File: src/rtl/alu_const_pkg.sv
// Shared definitions for the ALU constant-operand generator: request kinds,
// DAA correction constants and thresholds, RST vector stride.
package alu_const_pkg;

    typedef enum logic [2:0] {
        KIND_ZERO   = 3'd0,
        KIND_ONE    = 3'd1,
        KIND_RST    = 3'd2,
        KIND_BIT    = 3'd3,
        KIND_HIMASK = 3'd4,
        KIND_DAA    = 3'd5,
        KIND_INVBIT = 3'd6,
        KIND_RSVD   = 3'd7
    } kind_e;

    localparam logic [7:0] DAA_LO_ADJ    = 8'h06;
    localparam logic [7:0] DAA_HI_ADJ    = 8'h60;
    localparam logic [3:0] DAA_LO_THRESH = 4'd9;
    localparam logic [7:0] DAA_HI_THRESH = 8'h99;
    localparam int         RST_STRIDE    = 8;

endpackage

File: src/rtl/alu_const_gen_daa.sv
// Combinational DAA correction detector: decides whether the low nibble
// and/or high nibble of the accumulator needs the 0x06 / 0x60 adjustment.
module alu_daa_detect
    import alu_const_pkg::*;
(
    input  logic [7:0] i_acc,
    input  logic       i_flag_h,
    input  logic       i_flag_c,
    output logic       o_lo,
    output logic       o_hi
);

    assign o_lo = i_flag_h || (i_acc[3:0] > DAA_LO_THRESH);
    assign o_hi = i_flag_c || (i_acc > DAA_HI_THRESH);

endmodule

File: src/rtl/alu_const_gen.sv
// Pipelined constant-operand generator for the ALU B-input path.
// Stage 1 captures the request (and DAA compare bits), stage 2 holds the
// formed constant. Valid/ready on both sides, latency 2, throughput 1.
// Build option: define ALU_CONST_DAA_EN to enable the DAA kind; otherwise
// kind 5 is reported as reserved and the DAA inputs are ignored.
module alu_const_gen
    import alu_const_pkg::*;
#(
    parameter int WIDTH = 16
) (
    input  logic             clk,
    input  logic             rst,
    input  logic             in_valid,
    output logic             in_ready,
    input  logic [2:0]       in_kind,
    input  logic [2:0]       in_arg,
    input  logic             in_high,
    input  logic [7:0]       in_acc,
    input  logic             in_flag_h,
    input  logic             in_flag_c,
    output logic             out_valid,
    input  logic             out_ready,
    output logic [WIDTH-1:0] out_low,
    output logic             out_high,
    output logic             out_carry,
    output logic             out_err
);

    typedef struct packed {
        logic [WIDTH-1:0] low;
        logic             carry;
        logic             err;
    } res_t;

    // Build the constant operand for one registered request.
    function automatic res_t form_const(
        input kind_e      k,
        input logic [2:0] a
`ifdef ALU_CONST_DAA_EN
        ,
        input logic       lo,
        input logic       hi
`endif
    );
        res_t r;
        r = '0;
        case (k)
            KIND_ZERO:   r.low = '0;
            KIND_ONE:    r.low = WIDTH'(1);
            KIND_RST:    r.low = WIDTH'(a) * WIDTH'(RST_STRIDE);
            KIND_BIT:    r.low = WIDTH'(1) << a;
            // Upper bytes all ones so an AND leaves them untouched.
            KIND_INVBIT: r.low = ~(WIDTH'(1) << a);
            KIND_HIMASK: begin
                if (WIDTH == 8) r.err = 1'b1;
                else            r.low = ~WIDTH'(8'hFF);
            end
            KIND_DAA: begin
`ifdef ALU_CONST_DAA_EN
                r.low   = WIDTH'((hi ? DAA_HI_ADJ : 8'h00) | (lo ? DAA_LO_ADJ : 8'h00));
                r.carry = hi;
`else
                r.err   = 1'b1;
`endif
            end
            default:     r.err = 1'b1;
        endcase
        return r;
    endfunction

    logic       r_vld_p1;
    kind_e      r_kind_p1;
    logic [2:0] r_arg_p1;
    logic       r_high_p1;

    logic             r_vld_p2;
    logic [WIDTH-1:0] r_low_p2;
    logic             r_high_p2;
    logic             r_carry_p2;
    logic             r_err_p2;

    logic w_s2_load;
    logic w_s1_adv;
    logic w_accept;
    res_t w_res;

    assign w_s2_load = !r_vld_p2 || out_ready;
    assign w_s1_adv  = r_vld_p1 && w_s2_load;
    assign in_ready  = !rst && (!r_vld_p1 || w_s1_adv);
    assign w_accept  = in_valid && in_ready;

`ifdef ALU_CONST_DAA_EN
    logic w_lo;
    logic w_hi;
    logic r_lo_p1;
    logic r_hi_p1;

    alu_daa_detect u_daa (
        .i_acc    (in_acc),
        .i_flag_h (in_flag_h),
        .i_flag_c (in_flag_c),
        .o_lo     (w_lo),
        .o_hi     (w_hi)
    );

    // Stage 1 DAA compare bits, captured with the request.
    always_ff @(posedge clk) begin
        if (w_accept) begin
            r_lo_p1 <= w_lo;
            r_hi_p1 <= w_hi;
        end
    end

    assign w_res = form_const(r_kind_p1, r_arg_p1, r_lo_p1, r_hi_p1);
`else
    logic w_unused_daa;
    assign w_unused_daa = ^{in_acc, in_flag_h, in_flag_c};
    assign w_res = form_const(r_kind_p1, r_arg_p1);
`endif

    // ---- stage 1: request capture ----
    // Stage 1 occupancy: fills on accept, drains when stage 2 takes it.
    always_ff @(posedge clk) begin
        if (rst)           r_vld_p1 <= 1'b0;
        else if (w_accept) r_vld_p1 <= 1'b1;
        else if (w_s1_adv) r_vld_p1 <= 1'b0;
    end

    // Stage 1 request fields, loaded only on acceptance.
    always_ff @(posedge clk) begin
        if (w_accept) begin
            r_kind_p1 <= kind_e'(in_kind);
            r_arg_p1  <= in_arg;
            r_high_p1 <= in_high;
        end
    end

    // ---- stage 2: formed constant ----
    // Stage 2 loads when empty or consumed; holds everything under stall.
    always_ff @(posedge clk) begin
        if (rst) begin
            r_vld_p2   <= 1'b0;
            r_low_p2   <= '0;
            r_high_p2  <= 1'b0;
            r_carry_p2 <= 1'b0;
            r_err_p2   <= 1'b0;
        end else if (w_s2_load) begin
            r_vld_p2 <= r_vld_p1;
            if (r_vld_p1) begin
                r_low_p2   <= w_res.low;
                r_high_p2  <= r_high_p1;
                r_carry_p2 <= w_res.carry;
                r_err_p2   <= w_res.err;
            end
        end
    end

    assign out_valid = r_vld_p2;
    assign out_low   = r_low_p2;
    assign out_high  = r_high_p2;
    assign out_carry = r_carry_p2;
    assign out_err   = r_err_p2;

endmodule

File: config.mk
export PLATFORM = sky130hd
export DESIGN_NAME = alu_const_gen
export DESIGN_NICKNAME = d
export VERILOG_FILES = /design/src/rtl/alu_const_pkg.sv /design/src/rtl/alu_const_gen_daa.sv /design/src/rtl/alu_const_gen.sv
export SDC_FILE = /design/constraint.sdc
export NUM_CORES = 1
export LEC_CHECK = 0
export ABC_AREA = 1
export ABC_CLOCK_PERIOD_IN_PS = 3500
export CORE_MARGIN = 1.5
export CORE_UTILIZATION = 45
export DETAILED_ROUTE_END_ITERATION = 10
export PLACE_DENSITY_LB_ADDON = 0.1
export SETUP_SLACK_MARGIN = 0.3
export SYNTH_ARGS = -nofsm -noshare
export SYNTH_HDL_FRONTEND = slang
export SYNTH_SLANG_ARGS = --single-unit
File: constraint.sdc
create_clock -name clk -period 3.5 [get_ports clk]
set_input_delay 0.35 -clock clk [delete_from_list [all_inputs] [get_ports clk]]
set_output_delay 0.35 -clock clk [all_outputs]
set_load 0.01 [all_outputs]
After elaboration in Yosys (flattened, before gate mapping)
Cells that the tools add are included.
{"block": "totals", "register_bits": 27, "in_bits": 21, "out_inout_bits": 21}
{"block": "classes", "n_eq_ne": 5, "shift": 1, "n_mux": 4, "n_bitwise": 1, "reduce_logical": 12}
{"operator": "$pmux 16 s5", "count": 1}
{"operator": "$not 16->16", "count": 1}
{"operator": "$shl 1x3->16 const A", "count": 1}
{"operator": "$eq 3x2->1 const B", "count": 2}
{"operator": "$eq 3x3->1 const B", "count": 2}
{"operator": "$reduce_or 6->1", "count": 1}
{"operator": "$eq 3x1->1 const B", "count": 1}
{"operator": "$logic_and 1x1->1", "count": 3}
{"operator": "$logic_not 1->1", "count": 3}
{"operator": "$logic_not 3->1", "count": 1}
{"operator": "$mux 1", "count": 3}
{"operator": "$logic_or 1x1->1", "count": 2}
{"operator": "$reduce_and 2->1", "count": 1}
{"operator": "$reduce_bool 2->1", "count": 1}

Depth between registers and ports, before layout
{"block": "depth", "depth_word": 7, "depth_mapped": 7}

Worst setup path after synthesis
No wires, ideal clock.
{"block": "synth_path", "kind": "in2reg", "start": "input out_ready", "end": "register r_arg_p1[0], enable pin", "setup_time_ns": 0.360, "arrival_ns": 0.953, "t_required_ns": 3.140, "setup_slack_ns": 2.187, "path_stages": 6, "path_buffers": 0, "path_cell_list": "inv_1 nand2_2 nor2_1 inv_1 nand2_1 nor2_1"}
{"block": "synth_between", "elab_chain_cells": 5}
{"item": "from (decl)", "line_no": "alu_const_gen.sv:22", "source": "input logic out_ready,"}
{"item": "$logic_or 1x1->1", "line_no": "alu_const_gen.sv:87", "source": "assign w_s2_load = !r_vld_p2 || out_ready;"}
{"item": "$logic_and 1x1->1", "line_no": "alu_const_gen.sv:88", "source": "assign w_s1_adv = r_vld_p1 && w_s2_load;"}
{"item": "$logic_or 1x1->1", "line_no": "alu_const_gen.sv:89", "source": "assign in_ready = !rst && (!r_vld_p1 || w_s1_adv);"}
{"item": "$logic_and 1x1->1", "line_no": "alu_const_gen.sv:89"}
{"item": "$logic_and 1x1->1", "line_no": "alu_const_gen.sv:90", "source": "assign w_accept = in_valid && in_ready;"}
{"item": "net w_accept", "line_no": "alu_const_gen.sv:84", "source": "logic w_accept;"}
{"item": "to (signal assigned)", "line_no": "alu_const_gen.sv:133", "source": "r_arg_p1 <= in_arg;"}
{"item": "to (decl)", "line_no": "alu_const_gen.sv:73", "source": "logic [2:0] r_arg_p1;"}
The timed path passes the listed nets, and every way through them passes these cells.
A chain may end at the register's enable or synchronous reset.

Worst setup path after layout
{"block": "layout_path", "start": "input rst", "end": "output in_ready"}
{"block": "layout_between", "elab_chain_cells": 2}
{"item": "from (decl)", "line_no": "alu_const_gen.sv:12", "source": "input logic rst,"}
{"item": "$logic_not 1->1", "line_no": "alu_const_gen.sv:89"}
{"item": "$logic_and 1x1->1", "line_no": "alu_const_gen.sv:89"}
{"item": "to (decl)", "line_no": "alu_const_gen.sv:14", "source": "output logic in_ready,"}
No other way between the ends.

==> results.tsv <==
stage	metric	value	unit
status	status	finished clean	
pwr	pwr-share-seq	58.4	%
layout	syn_to_final_growth	27.5	%
global_routing	overflow	0	
sta	setup_viol	0	
logic_synthesis	synthArstFlopShare	0	%
worst_setup_path	cp_top_family	buffers and inverters	
sta	worst_pin_slew	0.536	ns
cts	numCtsBuffers	3	
sta	clock_skew	0.00895	ns
pwr	pwr_density_cell	345	nW/µm²
run	drv_cap	0	
logic_synthesis	ys.flop_type	dfxtp_1	
global_routing	grt_pass1_wl	3.28	mm
global_routing	grt_pass1_vias	810	
detailed_routing	vias	871	
worst_setup_path	cp.buffers_inverters	4	
worst_setup_path	cp.arrival	1.86	ns
sta	relSlewSlack	64.1	%
logic_synthesis	syn-cell-area	1010	µm²
place	dpl.hpwl	1.51	mm
die	die_x	50.4	µm
layout	antenna_cells	0	
sta	rsz0062_at_grt	false	
logic_synthesis	seq_area_frac_synth	46.5	%
layout	nFillCells	203	
worst_setup_path	crit_path_end_kind	output port	
detailed_routing	ant_nets	0	
logic_synthesis	synth_edf_count	7	
cts	clk_pin_slew	0.11	ns
pwr	power_switching	112	µW
layout	drive_gt1_share	9.33	%
sta	max_freq	452	MHz
cts	clk_latency	0.30	ns
detailed_routing	drc_errors	0	
logic_synthesis	syn-num-nets	148	
sta	hold_violations	0	
cts	cts.repair.resized	0	
pwr	irDropWorstVdd	0.000249	V
die	rows	16	
worst_hold_path	hp-class	reg -> reg	
sta	fin_setup_tns	0	ns
die	dieHeight	50.4	µm
worst_setup_path	path_cells	clkdlybuf4s50_1 > inv_1 > nand2_1 > inv_1 > clkdlybuf4s50_1	
die	initial_core_util	49.5	%
cts	clock_path_buffers	2	
cts	cts-root-buf	clkbuf_4	
pwr	power_frac_clock	25.1	%
sta	min_period_over_period	63.2	%
cts	post-cts-setup-buffers	0	
die	die-area	2540	µm²
global_routing	antenna_found_initial	0	
detailed_routing	drt_iter0_drc	10	
pwr	combinationalPowerShare	16.4	%
detailed_routing	avgRoutedWirePerCell	10.9	µm
worst_setup_path	crit_type	in -> out	
detailed_routing	vias_per_cell	4.92	
place	port_buffers	30	
logic_synthesis	syn_inst	127	
sta	fin_crit	2.21	ns
cts	hold_buffers	0	
pwr	p_leak	0.506	nW
place	gp_congestion	0.749	
die	io_pins	42	
worst_setup_path	slowest_stage	clkdlybuf4s50_1	
die	design.core.area	2040	µm²
worst_setup_path	cp-start-kind	input pin	
sta	final_max_slew_viol_count	0	
logic_synthesis	ys_ff_latch	20	
detailed_routing	drt_pass1_iterations	4	
pwr	p_sw_share	25.2	%
pwr	intPower	333	µW
sta	whs	0.471	ns
worst_setup_path	worstPathMaxFanout	13	
global_routing	grt_max_degree	14	
logic_synthesis	syn_avg_cell_area	7.96	µm²
worst_setup_path	cp_slowest_stage_delay	0.79	ns
detailed_routing	drt_wl_total	1.93	mm
cts	clkSinkCount	20	
worst_setup_path	critPathRequiredTime	3.15	ns
logic_synthesis	ys_warn_count	0	
layout	finalNetCount	172	
layout	post-route-util	63.1	%
logic_synthesis	ys_types	22	
global_routing	grt_usage	16.9	%
cts	h-tree-depth	1	
cts	cts_tree	built	
[worst reg2reg max path: stages (launching register included)]
cell and delay, ns:
dfxtp_1 0.33, nand2_2 0.11, nor2_1 0.05, inv_1 0.06, nand2_1 0.06, nor2_1 0.42
[flip-flops by register name (all words and copies together), names as in the netlist]
name,flops
out_err,1
out_high,1
out_low,9
out_valid,1
r_arg_p1,3
r_high_p1,1
r_kind_p1,3
r_vld_p1,1
[layer usage]
metal	GRT usage (%)	share of wire, %	wire [µm]
met1	17.3	41	797
met2	32.9	53	1030
met3	3.57	3.4	65
met5	0	0	0
met4	6.76	1.8	34
[final timing paths]
kind                                 start          to  slack, ns  cells after the start
worst min-delay path            out_low[2]  out_low[2]       0.47                      2
worst max register to register   out_valid   r_high_p1       2.11                      5
worst min register to register  out_low[2]  out_low[2]       0.47                      2
worst max-delay path                   rst    in_ready       1.29                      5
[cell type report]
type | count | area (µm²) | area share [%]
well taps | 27 | 33.8 | 2.62
clock buffers | 4 | 26.3 | 2.04
flip-flops and latches | 20 | 470 | 36.5
inverters | 15 | 56.3 | 4.37
multi-input cells | 81 | 402 | 31.2
repair buffers | 30 | 300 | 23.3
[cells by family after synthesis]
| family | Yosys count | share of synthesized area [%] |
|---|---|---|
| DFF | 20 | 46.5 |
| AOI/OAI and AO/OA | 17 | 9.41 |
| buffers and inverters | 26 | 13.7 |
| and+or+nand+nor | 63 | 30.0 |
| other | 1 | 0.371 |
[power by group through the flow]
stage                     sequential (mW)  combinational (mW)  clock, mW
final                               0.260              0.0730      0.112
after floorplan                     0.266              0.0434          0
after global routing                0.262              0.0800      0.126
after CTS                           0.260              0.0739      0.118
after global placement              0.265              0.0721          0
after detailed placement            0.266              0.0736          0
[cells in the mapped netlist (2+ instances only)]
cell type  number  area [µm²]
nand2_2         2        12.5
nor3_1          2        10.0
a21oi_2         2        17.5
edfxtp_1        7         210
dfxtp_1        13         260
buf_4           9        67.6
inv_1          12        45.0
nand3_1        14        70.1
nand4_1         3        18.8
inv_2           3        11.3
a21oi_1         8        40.0
nand2_4         2        22.5
nand2_1        30         113
o21ai_1         4        20.0
o21ai_0         2        10.0
nor2_1          8        30.0
[layout by cell type, fill, tap and decap left out, drive strengths merged, types with 4 or more instances in the layout]
master          n
a21oi          10
clkbuf          4
clkdlybuf4s50  30
dfxtp          13
edfxtp          7
inv            15
nand2          34
nand3          14
nor2           10
o21ai           6
[through the flow]
stage	std cells	worst slack [ns]	area [µm²]	power (mW)
CTS	177	1.27	1290	0.452
global route	177	1.17	1290	0.468
detailed placement	173	1.28	1260	0.339
finish	177	1.29	1290	0.445
floorplan	127	2.19	1010	0.309
global placement	173	1.28	1260	0.337
(Power assumes the default switching activity.)
==> RTL change 1 (config.mk and constraints unchanged) <==
Put one more register stage on the output `out_err`, cleared by the reset. The value now appears one clock later. The other outputs are not delayed to match.
--- a/src/rtl/alu_const_gen.sv
+++ b/src/rtl/alu_const_gen.sv
@@ -159,7 +159,13 @@
     assign out_low   = r_low_p2;
     assign out_high  = r_high_p2;
     assign out_carry = r_carry_p2;
-    assign out_err   = r_err_p2;
+    always_ff @(posedge clk) begin
+        if (rst) begin
+            out_err <= '0;
+        end else begin
+            out_err <= r_err_p2;
+        end
+    end
 
 endmodule
 
Function: changed (Yosys sat finds a counterexample within 4 cycles, from zero or initial values and one cycle with rst high).
==> RTL change 1 against the original RTL <==
  * Die area rose by 2.1%
  * Highest routed layer unchanged
  * Synthesized area rose by 2.2%
  * Maximum frequency fell by 4.7%
  * Sequential cell count rose by 1
  * Total power rose by 2.7%
  * Design area rose by 1.4%
  * Setup slack got worse by 0.11 ns
  * Routed wire length fell by 8.1%
==> RTL change 1: results (changes against the original RTL) <==
Place
  – Cell Area, Placed: 1279 um^2 (was 1262 um^2)
  – Dpl ws: 1.205 ns (was 1.280 ns)
  – GPL Wtd Cong: 0.8132 (was 0.7493)
  – Hpwl dp: 1320 um (was 1507 um)

Final layout
  – Final net count: 173 (was 172)
  – Layout cells sized above 1: 0.1457 (was 0.09333)
  – Non-filler cells, final: 179 (was 177)

Global routing
  – Vias in the first global route: 784 (was 810)
  – First-pass GRT wire length: 3132 um (was 3284 um)
  – Largest net degree at the start of global routing: 15 (was 14)
  – Tot GR Track Use: 0.1589 (was 0.1694)

Synth
  – Seq/Total Area, Yosys: 0.4746 (was 0.4653)
  – Synth cell types: 19 (was 22)
  – Synth top area cells: dfxtp_1 27%, edfxtp_1 20%, nand2_1 13%, buf_4 7.3%, nand3_1 5.3% (was dfxtp_1 26%, edfxtp_1 21%, nand2_1 11%, nand3_1 6.9%, buf_4 6.7%)
  – Syn Nets: 151 (was 148)
  – Yosys reg bits: 21 (was 20)

Worst hold path
  – Min-Delay Endpoint: out_err$_SDFF_PP0_ (was out_low[2]$_SDFFE_PP0P_)
  – HP Start: r_err_p2$_SDFFE_PP0P_ (was out_low[2]$_SDFFE_PP0P_)

Outcome
  – Status: finished, final reports clean (unchanged)

STA
  – Headroom to the max-slew limit: 0.5752 (was 0.6413)
  – Clock skew: 0.001936 ns (was 0.008946 ns)
  – Minimum clock period: 2.322 ns (was 2.212 ns)

Routing
  – Final WL: 1773 um (was 1929 um)
  – DRT iter0 DRCs: 12 (was 10)
  – Vias: 863 (was 871)
  – M1 WL: 796 um (was 797 um)
  – DR WL met2: 872 um (was 1031 um)

Power and ir drop
  – Sequential Power Share: 0.591 (was 0.584)

Critical path
  – Worst path max stage delay: 0.88 ns (was 0.79 ns)
  – Worst-path fanout max: 14 (was 13)
-- RTL change 1: layout make-up --
cell class | count | area, um^2
Fill cell | 201 | 884.6
Sequential cell | 21 | 490.5
Multi-Input combinational cell | 81 | 396.6
Timing Repair Buffer | 30 | 300.3
Inverter | 15 | 56.30
Tap cell | 28 | 35.03
Clock buffer | 3 | 22.52
Clock inverter | 1 | 5.005
-- RTL change 1: kinds of logic (layout without fill, tap and decap cells) --
logic type / count (synthesis) / after routing / synth area share
AND/OR/NAND/NOR: 63 / 63 / 0.2700
buffers and inverters: 28 / 49 / 0.1416
flip-flops: 21 / 21 / 0.4746
AO/OA/AOI/OAI: 17 / 17 / 0.1102
other: 1 / 1 / 0.003628
-- RTL change 1: per-layer routing --
layer | global-route usage | vias to the layer above
met1 | 0.1899 | 383
met4 | 0.05405 | 0
met2 | 0.2792 | 32
met3 | 0.03509 | 2
li1 | - | 446
met5 | 0 | -
==> RTL change 2 (same settings) <==
Made on the original files. Set the parameter `WIDTH` to 32 (it was 16).
--- a/src/rtl/alu_const_gen.sv
+++ b/src/rtl/alu_const_gen.sv
@@ -6,7 +6,7 @@
 module alu_const_gen
     import alu_const_pkg::*;
 #(
-    parameter int WIDTH = 16
+    parameter int WIDTH = 32
 ) (
     input  logic             clk,
     input  logic             rst,
Interface: changed (resized out_low); port bits go from 42 to 58. The function was not compared with the original's and may differ.
==> RTL change 2 against the original RTL <==
  * Core utilization rose by 0.27 points
  * Highest routed layer unchanged
  * Routed wire length rose by 4.5%
  * Design area increased by 12%
  * Total power up 24%
  * Setup slack better by 0.015 ns
  * Sequential cell count did not move
  * Count of clock-buffer cells in the layout fell by 1
  * Critical endpoint unchanged
  * Clock skew shrank 0.0070 ns
  * Largest cell class unchanged
  * First-iteration DRC count is 50% higher
  * Critical path depth did not move
  * Synthesized area is 9.8% higher
  * Maximum frequency grew 0.68%
==> RTL change 2: results (changes against the original RTL) <==
Synth
  – Commonest cells post-synth: 30 x nand2_1, 24 x buf_4, 16 x nand3_1, 13 x dfxtp_1, 12 x inv_1 (was 30 x nand2_1, 14 x nand3_1, 13 x dfxtp_1, 12 x inv_1, 9 x buf_4)
  – Post-Syn Instances: 141 (was 127)
  – Seq/Total Area, Yosys: 0.4239 (was 0.4653)
  – Syn Nets: 162 (was 148)
  – Synth Area in Compound Gates: 0.1015 (was 0.09406)
  – Synth cell types: 18 (was 22)

Power and ir drop
  – Max VDD drop: 298.1 uV (was 248.5 uV)
  – Leak: 0.5607 nW (was 0.5056 nW)

Place
  – Placed Cells: 185 (was 173)
  – GPL Wtd Cong: 0.8293 (was 0.7493)
  – Hpwl dp: 1522 um (was 1507 um)
  – # port buffers: 46 (was 30)

Global routing
  – First-pass GRT wire length: 3374 um (was 3284 um)
  – Met2 usage: 0.2708 (was 0.3289)
  – Routing usage on met1: 0.1954 (was 0.1730)
  – Vias in the first global route: 768 (was 810)
  – Tot GR Track Use: 0.1684 (was 0.1694)
  – GR Util met3: 0.06286 (was 0.03571)
  – Largest net degree at the start of global routing: 26 (was 14)

Routing
  – Wire length per cell: 10.67 um (was 10.90 um)
  – DR WL met2: 973 um (was 1031 um)
  – M1 WL: 889 um (was 797 um)
  – DR vias/cell: 4.688 (was 4.921)
  – DRT iter0 DRCs: 15 (was 10)
  – Met3 wire length: 104 um (was 65 um)

Critical path
  – Worst-path fanout max: 11 (was 13)
  – Worst path max stage delay: 0.72 ns (was 0.79 ns)

Final layout
  – Final net count: 183 (was 172)
  – Max reg flops: 9 (unchanged)

Outcome
  – Status: finished, final reports clean (unchanged)

STA
  – Clock skew: 0.001995 ns (was 0.008946 ns)
  – Worst Tran Pin Value: 0.6926 ns (was 0.5360 ns)
RTL change 2: cell count changes after synthesis, moves of 2 or more:
cell      delta
o211ai_1     +4
inv_2        -3
a21oi_1      +2
o21ai_1      -4
buf_4       +15
nand2_4      -2
buf_2        +4
nor3_1       -2
nor2_4       +2
nand3_1      +2
nand4_1      -3
RTL change 2: layout make-up:
cell class / instances / area (um^2)
Clock buffer: 3 / 22.52
Multi-Input combinational cell: 79 / 379.1
Inverter: 12 / 45.04
Tap cell: 28 / 35.03
Sequential cell: 20 / 470.5
Timing Repair Buffer: 46 / 460.4
Clock inverter: 1 / 30.03
Fill cell: 182 / 833.3
RTL change 2: power breakdown:
part | internal, mW | total (mW) | switching (mW)
Clock | 0.116 | 0.189 | 0.0730
Combinational | 0.0568 | 0.100 | 0.0434
Sequential | 0.251 | 0.263 | 0.0119
RTL change 2: stage by stage:
stage	setup slack [ns]	area, um^2	total power, mW
after global routing	1.181	1443	0.5785
after CTS	1.296	1443	0.5597
after global placement	1.300	1390	0.3666
after floorplan	2.202	1110	0.3336
final	1.303	1443	0.5518
after detailed placement	1.308	1390	0.3690
RTL change 2: critical path, delay by kind of cell:
family / cells / cell delay (ns)
buffers and inverters: 4 / 1.38
AND/OR/NAND/NOR: 1 / 0.11
RTL change 2: worst paths after layout:
check	start	end	slack, ns	cells after the start
setup / recovery	rst	in_ready	1.30	5
hold / removal	out_low[6]$_SDFFE_PP0P_	out_low[6]$_SDFFE_PP0P_	0.47	2
setup reg to reg	out_valid$_SDFFE_PP0P_	r_arg_p1[2]$_DFFE_PP_	2.15	5
hold reg to reg	out_low[6]$_SDFFE_PP0P_	out_low[6]$_SDFFE_PP0P_	0.47	2
